==> config.mk <==
export PLATFORM = sky130hd
export DESIGN_NAME = game_input_ctrl_flat
export DESIGN_NICKNAME = d
export VERILOG_FILES = /design/src/rtl/game_input_pkg.sv /design/src/rtl/game_input_if.sv /design/src/rtl/key_debounce.sv /design/src/rtl/game_input_ctrl.sv /design/src/flat_wrapper.sv
export SDC_FILE = /design/constraint.sdc
export NUM_CORES = 1
export LEC_CHECK = 0
export BUFFER_PORTS_ARGS = -buffer_cell sky130_fd_sc_hd__buf_2
export CORE_ASPECT_RATIO = 1.1
export CORE_MARGIN = 1.5
export CORE_UTILIZATION = 60
export DETAILED_ROUTE_END_ITERATION = 6
export PLACE_DENSITY = 0.77
export SETUP_SLACK_MARGIN = 0.02
export SLEW_MARGIN = 40
export SYNTH_ARGS = -nofsm -noshare
export SYNTH_HDL_FRONTEND = slang
export SYNTH_SLANG_ARGS = --single-unit
==> constraint.sdc <==
create_clock -name CLK -period 6 [get_ports CLK]
set_input_delay 1.8 -clock CLK [delete_from_list [all_inputs] [get_ports CLK]]
set_output_delay 1.8 -clock CLK [all_outputs]
set_load 0.005 [all_outputs]
==> src/rtl/game_input_pkg.sv <==
// Shared types and default timing constants for the game input controller.
package game_input_pkg;

    localparam int DEF_DEBOUNCE_CYCLES = 50000;
    localparam int DEF_REPEAT_DELAY    = 25000000;
    localparam int DEF_REPEAT_RATE     = 5000000;

    localparam int NUM_BTN = 2;
    localparam int NUM_SW  = 2;

    typedef enum logic [1:0] {
        IDLE   = 2'd0,
        DELAY  = 2'd1,
        REPEAT = 2'd2
    } rpt_state_t;

    // Counter width for a terminal count of n; never narrower than one bit.
    function automatic int cnt_width(input int n);
        return (n > 1) ? $clog2(n) : 1;
    endfunction

endpackage

==> src/rtl/game_input_if.sv <==
// Input-side and event-side signals of the game input controller.
interface game_input_if;
    import game_input_pkg::*;

    logic [NUM_BTN-1:0] key_in;
    logic [NUM_BTN-1:0] mcu_btn;
    logic [NUM_SW-1:0]  mcu_sw;
    logic               mcu_str;

    logic [NUM_BTN-1:0] btn_level;
    logic [NUM_BTN-1:0] btn_press;
    logic [NUM_BTN-1:0] btn_release;
    logic [NUM_BTN-1:0] btn_repeat;
    logic [NUM_SW-1:0]  sw_level;
    logic               sw_change;
    logic               game_en;

    modport master (
        output key_in, mcu_btn, mcu_sw, mcu_str,
        input  btn_level, btn_press, btn_release, btn_repeat,
               sw_level, sw_change, game_en
    );

    modport slave (
        input  key_in, mcu_btn, mcu_sw, mcu_str,
        output btn_level, btn_press, btn_release, btn_repeat,
               sw_level, sw_change, game_en
    );

endinterface

==> src/rtl/key_debounce.sv <==
// Two-flop synchronizer plus counting debouncer for one active-low push-button.
module key_debounce
    import game_input_pkg::*;
#(
    parameter int DEBOUNCE_CYCLES = DEF_DEBOUNCE_CYCLES
) (
    input  logic CLK,
    input  logic RST,
    input  logic i_key_n,
    output logic o_level,
    output logic o_raw
);

    localparam int             CW       = cnt_width(DEBOUNCE_CYCLES);
    localparam logic [CW-1:0]  CNT_LAST = CW'(DEBOUNCE_CYCLES - 1);

    logic          r_sync1;
    logic          r_sync2;
    logic          r_level;
    logic [CW-1:0] r_cnt;
    logic          w_raw;

    assign w_raw = ~r_sync2;

    // NOTE: sequential state uses non-blocking assignments so every flop samples pre-edge values.
    always_ff @(posedge CLK) begin
        if (RST) begin
            r_sync1 <= 1'b1;
            r_sync2 <= 1'b1;
            r_level <= 1'b0;
            r_cnt   <= '0;
        end else begin
            r_sync1 <= i_key_n;
            r_sync2 <= r_sync1;
            if (w_raw == r_level) begin
                r_cnt <= '0;
            end else if (r_cnt >= CNT_LAST) begin
                r_level <= w_raw;
                r_cnt   <= '0;
            end else begin
                r_cnt <= r_cnt + CW'(1);
            end
        end
    end

    assign o_level = r_level;
    assign o_raw   = w_raw;

endmodule

==> src/rtl/game_input_ctrl.sv <==
// Merges debounced keys with MCU buttons, generates press/release/repeat events,
// and registers the MCU switches and game enable.
module game_input_ctrl
    import game_input_pkg::*;
#(
    parameter int DEBOUNCE_CYCLES = DEF_DEBOUNCE_CYCLES,
    parameter int REPEAT_DELAY    = DEF_REPEAT_DELAY,
    parameter int REPEAT_RATE     = DEF_REPEAT_RATE
) (
    input logic         CLK,
    input logic         RST,
    game_input_if.slave bus
);

    localparam int RPT_MAX = (REPEAT_DELAY > REPEAT_RATE) ? REPEAT_DELAY : REPEAT_RATE;
    localparam int RCW     = cnt_width(RPT_MAX);
    localparam logic [RCW-1:0] DELAY_LAST = RCW'(REPEAT_DELAY - 1);
    localparam logic [RCW-1:0] RATE_LAST  = RCW'(REPEAT_RATE - 1);

    logic [NUM_BTN-1:0] w_deb;
    logic [NUM_BTN-1:0] w_raw;
    logic [NUM_BTN-1:0] w_merged;
    logic [NUM_BTN-1:0] w_rise;
    logic [NUM_BTN-1:0] w_fall;
    logic [NUM_BTN-1:0] w_fire;
    logic               w_en_nxt;

    logic [NUM_BTN-1:0] r_level;
    logic [NUM_BTN-1:0] r_press;
    logic [NUM_BTN-1:0] r_release;
    logic [NUM_BTN-1:0] r_repeat;
    logic [NUM_BTN-1:0] r_armed;
    logic [1:0]         r_settle;
    logic [NUM_SW-1:0]  r_sw;
    logic [NUM_SW-1:0]  r_sw_d;
    logic               r_sw_change;
    logic               r_game_en;

    rpt_state_t         r_state     [NUM_BTN];
    rpt_state_t         w_state_nxt [NUM_BTN];
    logic [RCW-1:0]     r_rcnt      [NUM_BTN];
    logic [RCW-1:0]     w_rcnt_nxt  [NUM_BTN];

    for (genvar gi = 0; gi < NUM_BTN; gi++) begin : gen_deb
        key_debounce #(
            .DEBOUNCE_CYCLES (DEBOUNCE_CYCLES)
        ) u_key_debounce (
            .CLK     (CLK),
            .RST     (RST),
            .i_key_n (bus.key_in[gi]),
            .o_level (w_deb[gi]),
            .o_raw   (w_raw[gi])
        );
    end

    // Gate on the value game_en takes this edge so press/repeat never coexist with game_en = 0.
    assign w_en_nxt = bus.mcu_str;
    assign w_merged = w_deb | bus.mcu_btn;
    assign w_rise   = w_merged & ~r_level & r_armed & {NUM_BTN{w_en_nxt}};
    assign w_fall   = ~w_merged & r_level;

    // NOTE: every always_comb output gets a default first so no path can infer a latch.
    always_comb begin
        for (int i = 0; i < NUM_BTN; i++) begin
            w_state_nxt[i] = r_state[i];
            w_rcnt_nxt[i]  = r_rcnt[i];
            w_fire[i]      = 1'b0;
            if (!w_merged[i] || !w_en_nxt) begin
                w_state_nxt[i] = IDLE;
                w_rcnt_nxt[i]  = '0;
            end else begin
                case (r_state[i])
                    IDLE: begin
                        if (w_rise[i]) begin
                            w_state_nxt[i] = DELAY;
                            w_rcnt_nxt[i]  = '0;
                        end
                    end
                    DELAY: begin
                        if (r_rcnt[i] >= DELAY_LAST) begin
                            w_fire[i]      = 1'b1;
                            w_state_nxt[i] = REPEAT;
                            w_rcnt_nxt[i]  = '0;
                        end else begin
                            w_rcnt_nxt[i] = r_rcnt[i] + RCW'(1);
                        end
                    end
                    REPEAT: begin
                        if (r_rcnt[i] >= RATE_LAST) begin
                            w_fire[i]     = 1'b1;
                            w_rcnt_nxt[i] = '0;
                        end else begin
                            w_rcnt_nxt[i] = r_rcnt[i] + RCW'(1);
                        end
                    end
                    default: begin
                        w_state_nxt[i] = IDLE;
                        w_rcnt_nxt[i]  = '0;
                    end
                endcase
            end
        end
    end

    // NOTE: the per-button state arrays are plain flops, not RAM, so they take the reset like any register.
    always_ff @(posedge CLK) begin
        if (RST) begin
            for (int i = 0; i < NUM_BTN; i++) begin
                r_state[i] <= IDLE;
                r_rcnt[i]  <= '0;
            end
        end else begin
            for (int i = 0; i < NUM_BTN; i++) begin
                r_state[i] <= w_state_nxt[i];
                r_rcnt[i]  <= w_rcnt_nxt[i];
            end
        end
    end

    // A button held through reset must be seen released (after the synchronizers settle) before it can press.
    always_ff @(posedge CLK) begin
        if (RST) begin
            r_level     <= '0;
            r_press     <= '0;
            r_release   <= '0;
            r_repeat    <= '0;
            r_armed     <= '0;
            r_settle    <= '0;
            r_sw        <= '0;
            r_sw_d      <= '0;
            r_sw_change <= 1'b0;
            r_game_en   <= 1'b0;
        end else begin
            r_level     <= w_merged;
            r_press     <= w_rise;
            r_release   <= w_fall;
            r_repeat    <= w_fire;
            r_settle    <= {r_settle[0], 1'b1};
            r_armed     <= r_armed | (~w_merged & ~w_raw & {NUM_BTN{r_settle[1]}});
            r_sw        <= bus.mcu_sw;
            r_sw_d      <= r_sw;
            r_sw_change <= |(r_sw ^ r_sw_d);
            r_game_en   <= bus.mcu_str;
        end
    end

    assign bus.btn_level   = r_level;
    assign bus.btn_press   = r_press;
    assign bus.btn_release = r_release;
    assign bus.btn_repeat  = r_repeat;
    assign bus.sw_level    = r_sw;
    assign bus.sw_change   = r_sw_change;
    assign bus.game_en     = r_game_en;

endmodule

==> src/flat_wrapper.sv <==
// flat-port wrapper written by rule: the top's interface ports become plain ports
module game_input_ctrl_flat import game_input_pkg::*;
#(
    parameter int DEBOUNCE_CYCLES = DEF_DEBOUNCE_CYCLES,
    parameter int REPEAT_DELAY    = DEF_REPEAT_DELAY,
    parameter int REPEAT_RATE     = DEF_REPEAT_RATE
)
  (CLK, RST, bus_key_in, bus_mcu_btn, bus_mcu_sw, bus_mcu_str, bus_btn_level, bus_btn_press, bus_btn_release, bus_btn_repeat, bus_sw_level, bus_sw_change, bus_game_en);
  game_input_if bus_i ();
  input logic CLK;
  input logic RST;
  input wire logic [$bits(bus_i.key_in)-1:0] bus_key_in;
  input wire logic [$bits(bus_i.mcu_btn)-1:0] bus_mcu_btn;
  input wire logic [$bits(bus_i.mcu_sw)-1:0] bus_mcu_sw;
  input wire logic [$bits(bus_i.mcu_str)-1:0] bus_mcu_str;
  output wire logic [$bits(bus_i.btn_level)-1:0] bus_btn_level;
  output wire logic [$bits(bus_i.btn_press)-1:0] bus_btn_press;
  output wire logic [$bits(bus_i.btn_release)-1:0] bus_btn_release;
  output wire logic [$bits(bus_i.btn_repeat)-1:0] bus_btn_repeat;
  output wire logic [$bits(bus_i.sw_level)-1:0] bus_sw_level;
  output wire logic [$bits(bus_i.sw_change)-1:0] bus_sw_change;
  output wire logic [$bits(bus_i.game_en)-1:0] bus_game_en;
  assign bus_i.key_in = bus_key_in;
  assign bus_i.mcu_btn = bus_mcu_btn;
  assign bus_i.mcu_sw = bus_mcu_sw;
  assign bus_i.mcu_str = bus_mcu_str;
  assign bus_btn_level = bus_i.btn_level;
  assign bus_btn_press = bus_i.btn_press;
  assign bus_btn_release = bus_i.btn_release;
  assign bus_btn_repeat = bus_i.btn_repeat;
  assign bus_sw_level = bus_i.sw_level;
  assign bus_sw_change = bus_i.sw_change;
  assign bus_game_en = bus_i.game_en;
  game_input_ctrl #(.DEBOUNCE_CYCLES(DEBOUNCE_CYCLES), .REPEAT_DELAY(REPEAT_DELAY), .REPEAT_RATE(REPEAT_RATE)) u_core (.CLK(CLK), .RST(RST), .bus(bus_i));
endmodule
# Word level (Yosys, flattened, before mapping)

Memory sizes are Yosys's and may differ from the RTL's.
Cells that the tools add are included.

Reduce and logical (&&, ||, !) cells: 14
Mux-type cells: 32
Bitwise operators: 20
$lt $le $gt $ge: 6
$add $sub $neg: 4
Eq/ne operators: 6

Operators with widths:

| kind                    | count |
|---|---|
| $mux W25                | 10 |
| $pmux W25 S3            | 2 |
| $add A25 B1 Y25 const B | 2 |
| $ge A25 B23 Y1 const B  | 2 |
| $ge A25 B25 Y1 const B  | 2 |
| $add A16 B1 Y16 const B | 2 |
| $ge A16 B16 Y1 const B  | 2 |
| $mux W2                 | 8 |
| $and A2 B2 Y2           | 6 |
| $pmux W2 S3             | 2 |
| $mux W1                 | 8 |
| $not A2 Y2              | 3 |
| $reduce_or A2 Y1        | 3 |
| $reduce_or A3 Y1        | 2 |
| $eq A2 B1 Y1 const B    | 2 |
| $eq A2 B2 Y1 const B    | 2 |
| $logic_not A2 Y1        | 2 |
| $not A1 Y1              | 4 |
| $or A1 B1 Y1            | 4 |
| $or A2 B2 Y2            | 2 |
| $pmux W1 S2             | 2 |
| $reduce_and A2 Y1       | 2 |
| $logic_not A1 Y1        | 3 |
| $eq A1 B1 Y1            | 2 |
| other kinds (2)         | 3 |

Register bits: 56
Word-level logic and storage cells: 104
RAM bits: 54
Memories: 2
Input bits: 9

Memory list:

| name           | depth | width | rd ports | clocked after Yosys merged registers in | write ports | line                  | RTL |
|---|---|---|---|---|---|---|---|
| u_core.r_rcnt  | 2     | 25    | 2        | 0                                       | 2           | game_input_ctrl.sv:41 | `logic [RCW-1:0] r_rcnt [NUM_BTN];` |
| u_core.r_state | 2     | 2     | 2        | 0                                       | 2           | game_input_ctrl.sv:39 | `rpt_state_t r_state [NUM_BTN];` |

# Logic depth before layout (Yosys ltp)

Gate-level depths: netlist of the first run.

Depth after elaboration: 8
Gate-level depth with buffers: 10
Mapped depth without buffers: 9

# Modules after synthesis

From an unflattened synthesis of the first run, not the netlist that was laid out.

Cell total of the unflattened synthesis: 599
Area, all modules: 5296.3 µm²

Modules (own cells, without submodules):

| module                                           | cells each | times used | area an instance (µm²) |
|---|---|---|---|
| game_input_ctrl                                  | 413        | 1          | 3583.4 |
| key_debounce at u_core.gen_deb[0].u_key_debounce | 95         | 1          | 908.4 |
| key_debounce at u_core.gen_deb[1].u_key_debounce | 91         | 1          | 804.5 |

# Least setup slack after synthesis of the first run

Ideal clock, no wire load.

Kind: input-to-reg
From: input port bus_mcu_str
To: memory u_core.r_rcnt[0][34] (netlist name)
Stages: 6
Setup slack: 2.787 ns
Library setup time: 0.128 ns
Path buffers: 1
Data arrival time: 3.085 ns
Cells stage by stage: nand3b_1 > o21ai_0 > nor2_1 > a31oi_1 > clkbuf_1 > nor2_1

RTL lines:

| element            | line                  | RTL |
|---|---|---|
| start: declaration | flat_wrapper.sv:15    | `input wire logic [$bits(bus_i.mcu_str)-1:0] bus_mcu_str;` |
| end: declaration   | game_input_ctrl.sv:41 |  |

==> results of run 1 <==
[through the flow]
| step | util (%) | cells | setup slack (ns) | instance area, um2 |
|---|---|---|---|---|
| final | 68.1 | 735 | 2.48 | 5480 |
| after detailed placement | 65.5 | 718 | 2.12 | 5260 |
| after CTS | 68.1 | 734 | 2.54 | 5480 |
| after global placement | 65.3 | 718 | 2.21 | 5250 |
| after global routing | 68.1 | 734 | 2.27 | 5480 |
| after floorplan | - | 603 | 2.79 | 5070 |
[metal layers]
| layer | part of all wire (%) | vias up | global-route usage, % |
|---|---|---|---|
| met5 | 0 | - | 0 |
| met4 | 1.2 | 0 | 8.67 |
| met3 | 4.7 | 12 | 5.28 |
| met2 | 49 | 100 | 41.5 |
| met1 | 45 | 2017 | 30.7 |
| li1 | - | 2154 | - |
[power by group through the flow]
stage | clock network, mW | registers [mW] | logic (mW)
final | 0.473 | 0.740 | 0.0277
after global routing | 0.516 | 0.741 | 0.0308
after CTS | 0.485 | 0.740 | 0.0277
after detailed placement | 0 | 0.757 | 0.0275
after global placement | 0 | 0.756 | 0.0264
after floorplan | 0 | 0.756 | 0.0170
[registers in the layout, indices dropped and copies added, names as in the netlist]
| signal | count |
|---|---|
| u_core.gen_deb.u_key_debounce.r_sync2 | 2 |
| u_core.gen_deb.u_key_debounce.r_cnt | 32 |
| u_core.r_armed | 2 |
| u_core.bus.btn_level | 2 |
| u_core.bus.sw_change | 1 |
| u_core.r_state | 4 |
| u_core.r_sw_d | 2 |
| u_core.bus.btn_repeat | 2 |
| u_core.bus.sw_level | 2 |
| u_core.r_settle | 2 |
| u_core.bus.btn_press | 2 |
| u_core.bus.game_en | 1 |
| u_core.gen_deb.u_key_debounce.o_level | 2 |
| u_core.r_rcnt | 50 |
| u_core.bus.btn_release | 2 |
| u_core.gen_deb.u_key_debounce.r_sync1 | 2 |
[cell usage in the layout (no fill, tap or decap), types with 3 or more instances in the layout]
cell / count
or3_1: 7
nor3_1: 13
ha_1: 12
nand2_1: 54
or2_2: 8
a21oi_1: 20
a211o_1: 3
o31ai_1: 3
o311ai_0: 3
and3_1: 25
and4_1: 3
dfxtp_1: 110
inv_1: 12
nor2_1: 95
a31oi_1: 13
or4b_2: 3
nand4_1: 12
o21ai_0: 16
nand3b_1: 3
and2_1: 8
xnor2_1: 23
inv_8: 3
clkbuf_8: 9
xor2_1: 32
o211a_1: 4
nor4_1: 9
nand2b_1: 7
buf_2: 20
nor2b_1: 9
nand3_1: 51
[worst paths after layout]
path | end | slack, ns | startpoint
worst max register to register | u_core.r_rcnt[0][47] | 3.09 | u_core.r_rcnt[0][40]
worst max-delay path | u_core.r_rcnt[0][47] | 2.48 | RST
worst min register to register | u_core.gen_deb[0].u_key_debounce.r_sync2 | 0.42 | u_core.gen_deb[0].u_key_debounce.r_sync1
worst min-delay path | u_core.gen_deb[0].u_key_debounce.r_sync2 | 0.42 | u_core.gen_deb[0].u_key_debounce.r_sync1
[kinds of logic (layout without fill, tap and decap cells)]
kind of cell               after synthesis  after routing  synth area share [%]
xor gates and xnor gates                55             55                  9.51
muxes                                    2              2                 0.395
DFF                                    110            110                  43.5
other                                    0              1                     0
AOI/OAI and AO/OA                       85             85                  11.1
and+or+nand+nor                        314            314                  30.6
adders and majority gates               12             12                  2.96
buffers and inverters                   25             48                  1.98
[cell type report]
| type | instances | area [um2] | share of cell area, % |
|---|---|---|---|
| antenna | 1 | 2.50 | 0.0457 |
| sequential | 110 | 2200 | 40.2 |
| timing repair buffer | 20 | 100 | 1.83 |
| clock buffer | 9 | 124 | 2.26 |
| tap | 108 | 135 | 2.47 |
| multi-input combinational | 468 | 2780 | 50.8 |
| clock inverter | 7 | 88.8 | 1.62 |
| inverter | 12 | 45.0 | 0.822 |
==> metrics.md, run 1 <==
| Metric | Value |
|---|---|
| Crit-path leading delay family | simple AND/OR/NAND/NOR gates |
| FF-to-FF path depth | 7 |
| Slowest Stage Delay on Critical Path | 0.57 ns |
| Die ar. | 9010 um2 |
| Rows | 34 |
| Area contributors post-synth | dfxtp_1 43%, nor2_1 7.0%, xor2_1 5.5%, nand3_1 5.0%, nand2_1 4.0% |
| Pin count of the biggest net entering global routing | 22 |
| Critical Path End Type | flip-flop |
| Critical Path Start Type | input port |
| Pwr per Cell Area | 226 nW/um2 |
| Final Critical Period | 3.52 ns |
| Synth cell count leaders | 110 x dfxtp_1, 95 x nor2_1, 54 x nand2_1 |
| Count of cell types in the netlist | 50 |
| Root Driver | clkbuf_8 |
| Initial antenna violation count | 0 |
| RePlAce Congestion | 0.943 |
| Setup TNS | 0 ns |
| Endpoints failing setup | 0 |
| Die Ht | 99.4 um |
| Starting Density | 63.0% |
| CP dominant cell by count | nor2_1 |
| Required time worst endpoint | 6.26 ns |
| GRT Util Overall | 24.4% |
| WL final | 10500 um |
| # port buffers | 20 |
| Grt total ovfl | 0 |
| Top FF cell, synth | dfxtp_1 |
| Core area | 8040 um2 |
| Hold_ws | 0.416 ns |
| Synth-to-Final Area Change | 8.12% |
| Post-DR wirelength/cell | 14.3 um |
| Combinational power share | 2.2% |
| Sw Share | 23.5% |
| First-pass GRT wire length | 18200 um |
| Critical path arrival | 3.78 ns |
| Clock buffer depth | 2 |
| H-tree depth reported by CTS | 3 |
| Cell with the most instances after synthesis | dfxtp_1 |
| CTS sink cnt | 110 |
| Slew Limit Fails | 0 |
| Postcts setup bufs | 0 |
| Final Hold Vio Count | 0 |
| Final period util | 58.6% |
| Critical path's slowest cell | a21boi_2 |
| Max-cap viol count | 0 |
| CP Class | input port to flip-flop |
| Post-DR vias/cell | 5.83 |
| Vias in the first global route | 4024 |
| Worst Clk Skew | 0.0118 ns |
| I/O Pins | 21 |
| Max Freq | 0.284 GHz |
| Synth Register Bits | 110 |
| Internal power | 0.950 mW |
| Die W | 90.6 um |
| Detail Route Antenna Nets | 0 |
| Worst-Margin Slew | 0.800 ns |
| CTS resizes | 0 |
| Synth warn | 0 |
| Number of synthesized flops with an enable pin | 0 |
| Worst VDD drop | 133 uV |
| P_leak | 1.97 nW |
| DRC | 0 |
| Initial DRC Count | 200 |
| Layout cells sized above 1 | 8.31% |
| CTS tree | built |
| Part of the Yosys area used for sequential elements | 43.5% |
| Placed wire-length estimate | 7500 um |
| CP bufs+invs | 1 |
| Outcome | completed |
| Net switching power | 0.291 mW |
| Worst hold path stage count | 1 |
| Nets@finish | 642 |
| Max-slew headroom | 46.3% |
| Net count after synthesis | 624 |
| CP cell instances | buf_2 -> nand2b_1 -> nor2_1 -> nand2_1 -> nor2_1 -> a21boi_2 -> nand3_1 -> o311ai_0 |
| CP Depth | 8 |
| CTS buffer count | 9 |
| Asr flop ratio synth | 0% |
| Via count | 4283 |
| Synth area leader | dfxtp_1 |
| Share of the synthesized area in the top cell type | 43.5% |
| Syn avg cell area | 8.40 um2 |
| CTS Hold Bufs | 0 |
| Worst-path fanout max | 21 |
| Seq pwr share | 59.6% |
| Layout fillers | 652 |
| Worst-path clk slew | 0.11 ns |
| Clk pwr share | 38.1% |
| RSZ-0062 raised after global routing | no |
| Worst-Skew Late Latency | 0.38 ns |
| Mapped Cells | 603 |
| Syn Std Cell Area | 5070 um2 |
| First-pass DRT Iterations | 5 |
| Final Power | 1.24 mW |
| Min-Delay Path Class | flip-flop to flip-flop |
Note: power is estimated with default switching activity, not from simulation.
==> inputs of run 2 (changes only) <==
clock period = 3.3 ns   (was 6 ns; I/O delays follow)
==> run 2 against run 1 <==
Compared with the run above:
- combinational power is 92% higher
- cell count increased by 0.41%
- critical path depth is 1 lower
- flip-flop and latch count is the same
- critical endpoint is now u_core.r_rcnt[0][44]
- largest power group unchanged
- highest routed layer unchanged
==> metrics.md, run 2 (synthesis results as in run 1) <==
| Metric | Value |
|---|---|
| Outcome | completed |
| CP cell instances | or4_1 -> a211o_1 -> a32o_1 -> or4b_4 -> a21boi_2 -> nand3_1 -> o311ai_0 |
| Critical Path End Type | flip-flop |
| Final Util | 68.6% (+0.45 points) |
| Clk pwr share | 40.5% (+2.4 points) |
| Most common cell after layout, fill and taps aside | dfxtp_1 |
| Detail Route Antenna Nets | 0 (unchanged) |
| DP Worst Slack | 0.445 ns (-1.68 ns) |
| Die W | 90.6 um (unchanged) |
| CTS buffer count | 9 (unchanged) |
| PnR worst setup slack | 0.406 ns (-2.08 ns) |
| Critical path's slowest cell | a21boi_2 |
| Top Registers | u_core.r_rcnt (50), u_core.gen_deb.u_key_debounce.r_cnt (32), u_core.r_state (4) |
| # diodes | 0 (-1) |
| Min-Delay Path Class | flip-flop to flip-flop |
| Synth-to-Final Area Change | 8.84% |
| CTS tree | built |
| Worst Clk Skew | 0.0157 ns (+0.00396 ns) |
| Clock buffer depth | 2 (unchanged) |
| Non-Filler Instances | 738 (+0.41%) |
| Max Freq | 0.346 GHz |
| Final Power | 2.35 mW (+89%) |
| Most flop-heavy register | u_core.r_rcnt |
| Dpl cell area | 5280 um2 (+0.26%) |
| Critical Path Start Type | flip-flop |
| # port buffers | 20 (unchanged) |
| Max reg flops | 50 (unchanged) |
| First-pass DRT Iterations | 5 (unchanged) |
| CTS sink cnt | 110 (unchanged) |
| Post-DR vias/cell | 5.80 (-0.41%) |
| Pwr per Cell Area | 426 nW/um2 (+88%) |
| Grt total ovfl | 0 (unchanged) |
| Worst-Skew Late Latency | 0.39 ns (about the same) |
| Root Driver | clkbuf_8 |
| Final Critical Period | 2.89 ns |
| Final period util | 87.7% |
| Max-cap viol count | 0 (unchanged) |
| Core area | 8040 um2 (unchanged) |
| Hold_ws | 0.420 ns (+0.00450 ns) |
| CP Class | flip-flop to flip-flop |
| RSZ-0062 raised after global routing | no |
| Internal power | 1.81 mW (+90%) |
| DRC | 0 (unchanged) |
| Setup TNS | 0 ns (unchanged) |
| Inst Count DP | 722 (+0.56%) |
| Design area | 5520 um2 (+0.66%) |
| Pin count of the biggest net entering global routing | 21 (-4.5%) |
| P_leak | 2.00 nW (+1.6%) |
| Endpoints failing setup | 0 (unchanged) |
| Initial antenna violation count | 0 (unchanged) |
| CTS resizes | 0 (unchanged) |
| RePlAce Congestion | 0.960 (+1.8%) |
| Worst-Margin Slew | 0.696 ns (-0.104 ns) |
| Slowest Stage Delay on Critical Path | 0.56 ns (about the same) |
| CP bufs+invs | 0 (-1) |
| I/O Pins | 21 (unchanged) |
| H-tree depth reported by CTS | 3 (unchanged) |
| Crit-path leading delay family | simple AND/OR/NAND/NOR gates |
| Worst-path fanout max | 16 (-24%) |
| WL final | 10400 um (-0.60%) |
| Vias in the first global route | 4012 (-0.30%) |
| Worst R2R Setup Slack | 0.41 ns (-2.68 ns) |
| Critical path arrival | 3.18 ns (-0.60 ns) |
| Nets@finish | 646 (+0.62%) |
| First-pass GRT wire length | 18200 um (-0.34%) |
| Max-slew headroom | 53.1% (+6.8 points) |
| Initial DRC Count | 188 (-6.0%) |
| Via count | 4283 (unchanged) |
| Die ar. | 9010 um2 (unchanged) |
| Net switching power | 0.542 mW (+86%) |
| Worst VDD drop | 186 uV (+40%) |
| Sw Share | 23.1% (-0.35 points) |
| Placed wire-length estimate | 7450 um (-0.74%) |
| Die Ht | 99.4 um (unchanged) |
| GRT Util Overall | 24.7% (+0.23 points) |
| Required time worst endpoint | 3.58 ns (-2.68 ns) |
| Combinational power share | 2.3% (about the same) |
| Commonest non-fill, non-tap cells in the layout | 110 x dfxtp_1, 95 x nor2_1, 54 x nand2_1, 51 x nand3_1, 32 x xor2_1 |
| Slew Limit Fails | 0 (unchanged) |
| Final Hold Vio Count | 0 (unchanged) |
| CTS Hold Bufs | 0 (unchanged) |
| Starting Density | 63.0% (unchanged) |
| Seq pwr share | 57.3% (-2.3 points) |
| Postcts setup bufs | 0 (unchanged) |
| Rows | 34 (unchanged) |
| Worst-path clk slew | 0.12 ns (about the same) |
| Post-DR wirelength/cell | 14.1 um (-1.0%) |
| Layout cells sized above 1 | 8.41% (+0.11 points) |
==> run 2: worst register-to-register path: stages, from the launching register on <==
cell	delay, ns
dfxtp_1	0.38
or4_1	0.53
a211o_1	0.28
a32o_1	0.22
or4b_4	0.53
a21boi_2	0.56
nand3_1	0.16
o311ai_0	0.14
==> run 2: path summary, 6_finish.rpt <==
kind	from	to	depth (start not counted)
setup / recovery	u_core.r_rcnt[0][40]	u_core.r_rcnt[0][44]	7
setup reg to reg	u_core.r_rcnt[0][40]	u_core.r_rcnt[0][44]	7
hold reg to reg	u_core.gen_deb[1].u_key_debounce.r_sync1	u_core.gen_deb[1].u_key_debounce.r_sync2	1
hold / removal	u_core.gen_deb[1].u_key_debounce.r_sync1	u_core.gen_deb[1].u_key_debounce.r_sync2	1
==> run 2: layout make-up <==
type	count	area, um2
clock buffers	9	124
clock inverters	7	114
fillers	660	2520
inverters	12	45.0
multi-input cells	468	2770
flip-flops and latches	110	2200
well taps	108	135
repair buffers	24	130
==> run 2: power groups by stage <==
stage | logic (mW) | registers (mW) | clock network [mW]
after global placement | 0.0517 | 1.37 | 0
after floorplan | 0.0308 | 1.37 | 0
after detailed placement | 0.0533 | 1.38 | 0
after CTS | 0.0535 | 1.34 | 0.969
after global routing | 0.0601 | 1.35 | 1.01
final | 0.0531 | 1.34 | 0.950
==> run 2: layer usage <==
layer / wire length [um] / share of wire, % / up-vias / global-route usage, %
li1: - / - / 2164 / -
met1: 4820 / 46 / 2011 / 31.4
met5: 0 / 0 / - / 0
met2: 5030 / 48 / 88 / 41.6
met3: 369 / 3.5 / 20 / 4.05
met4: 204 / 2.0 / 0 / 10.1
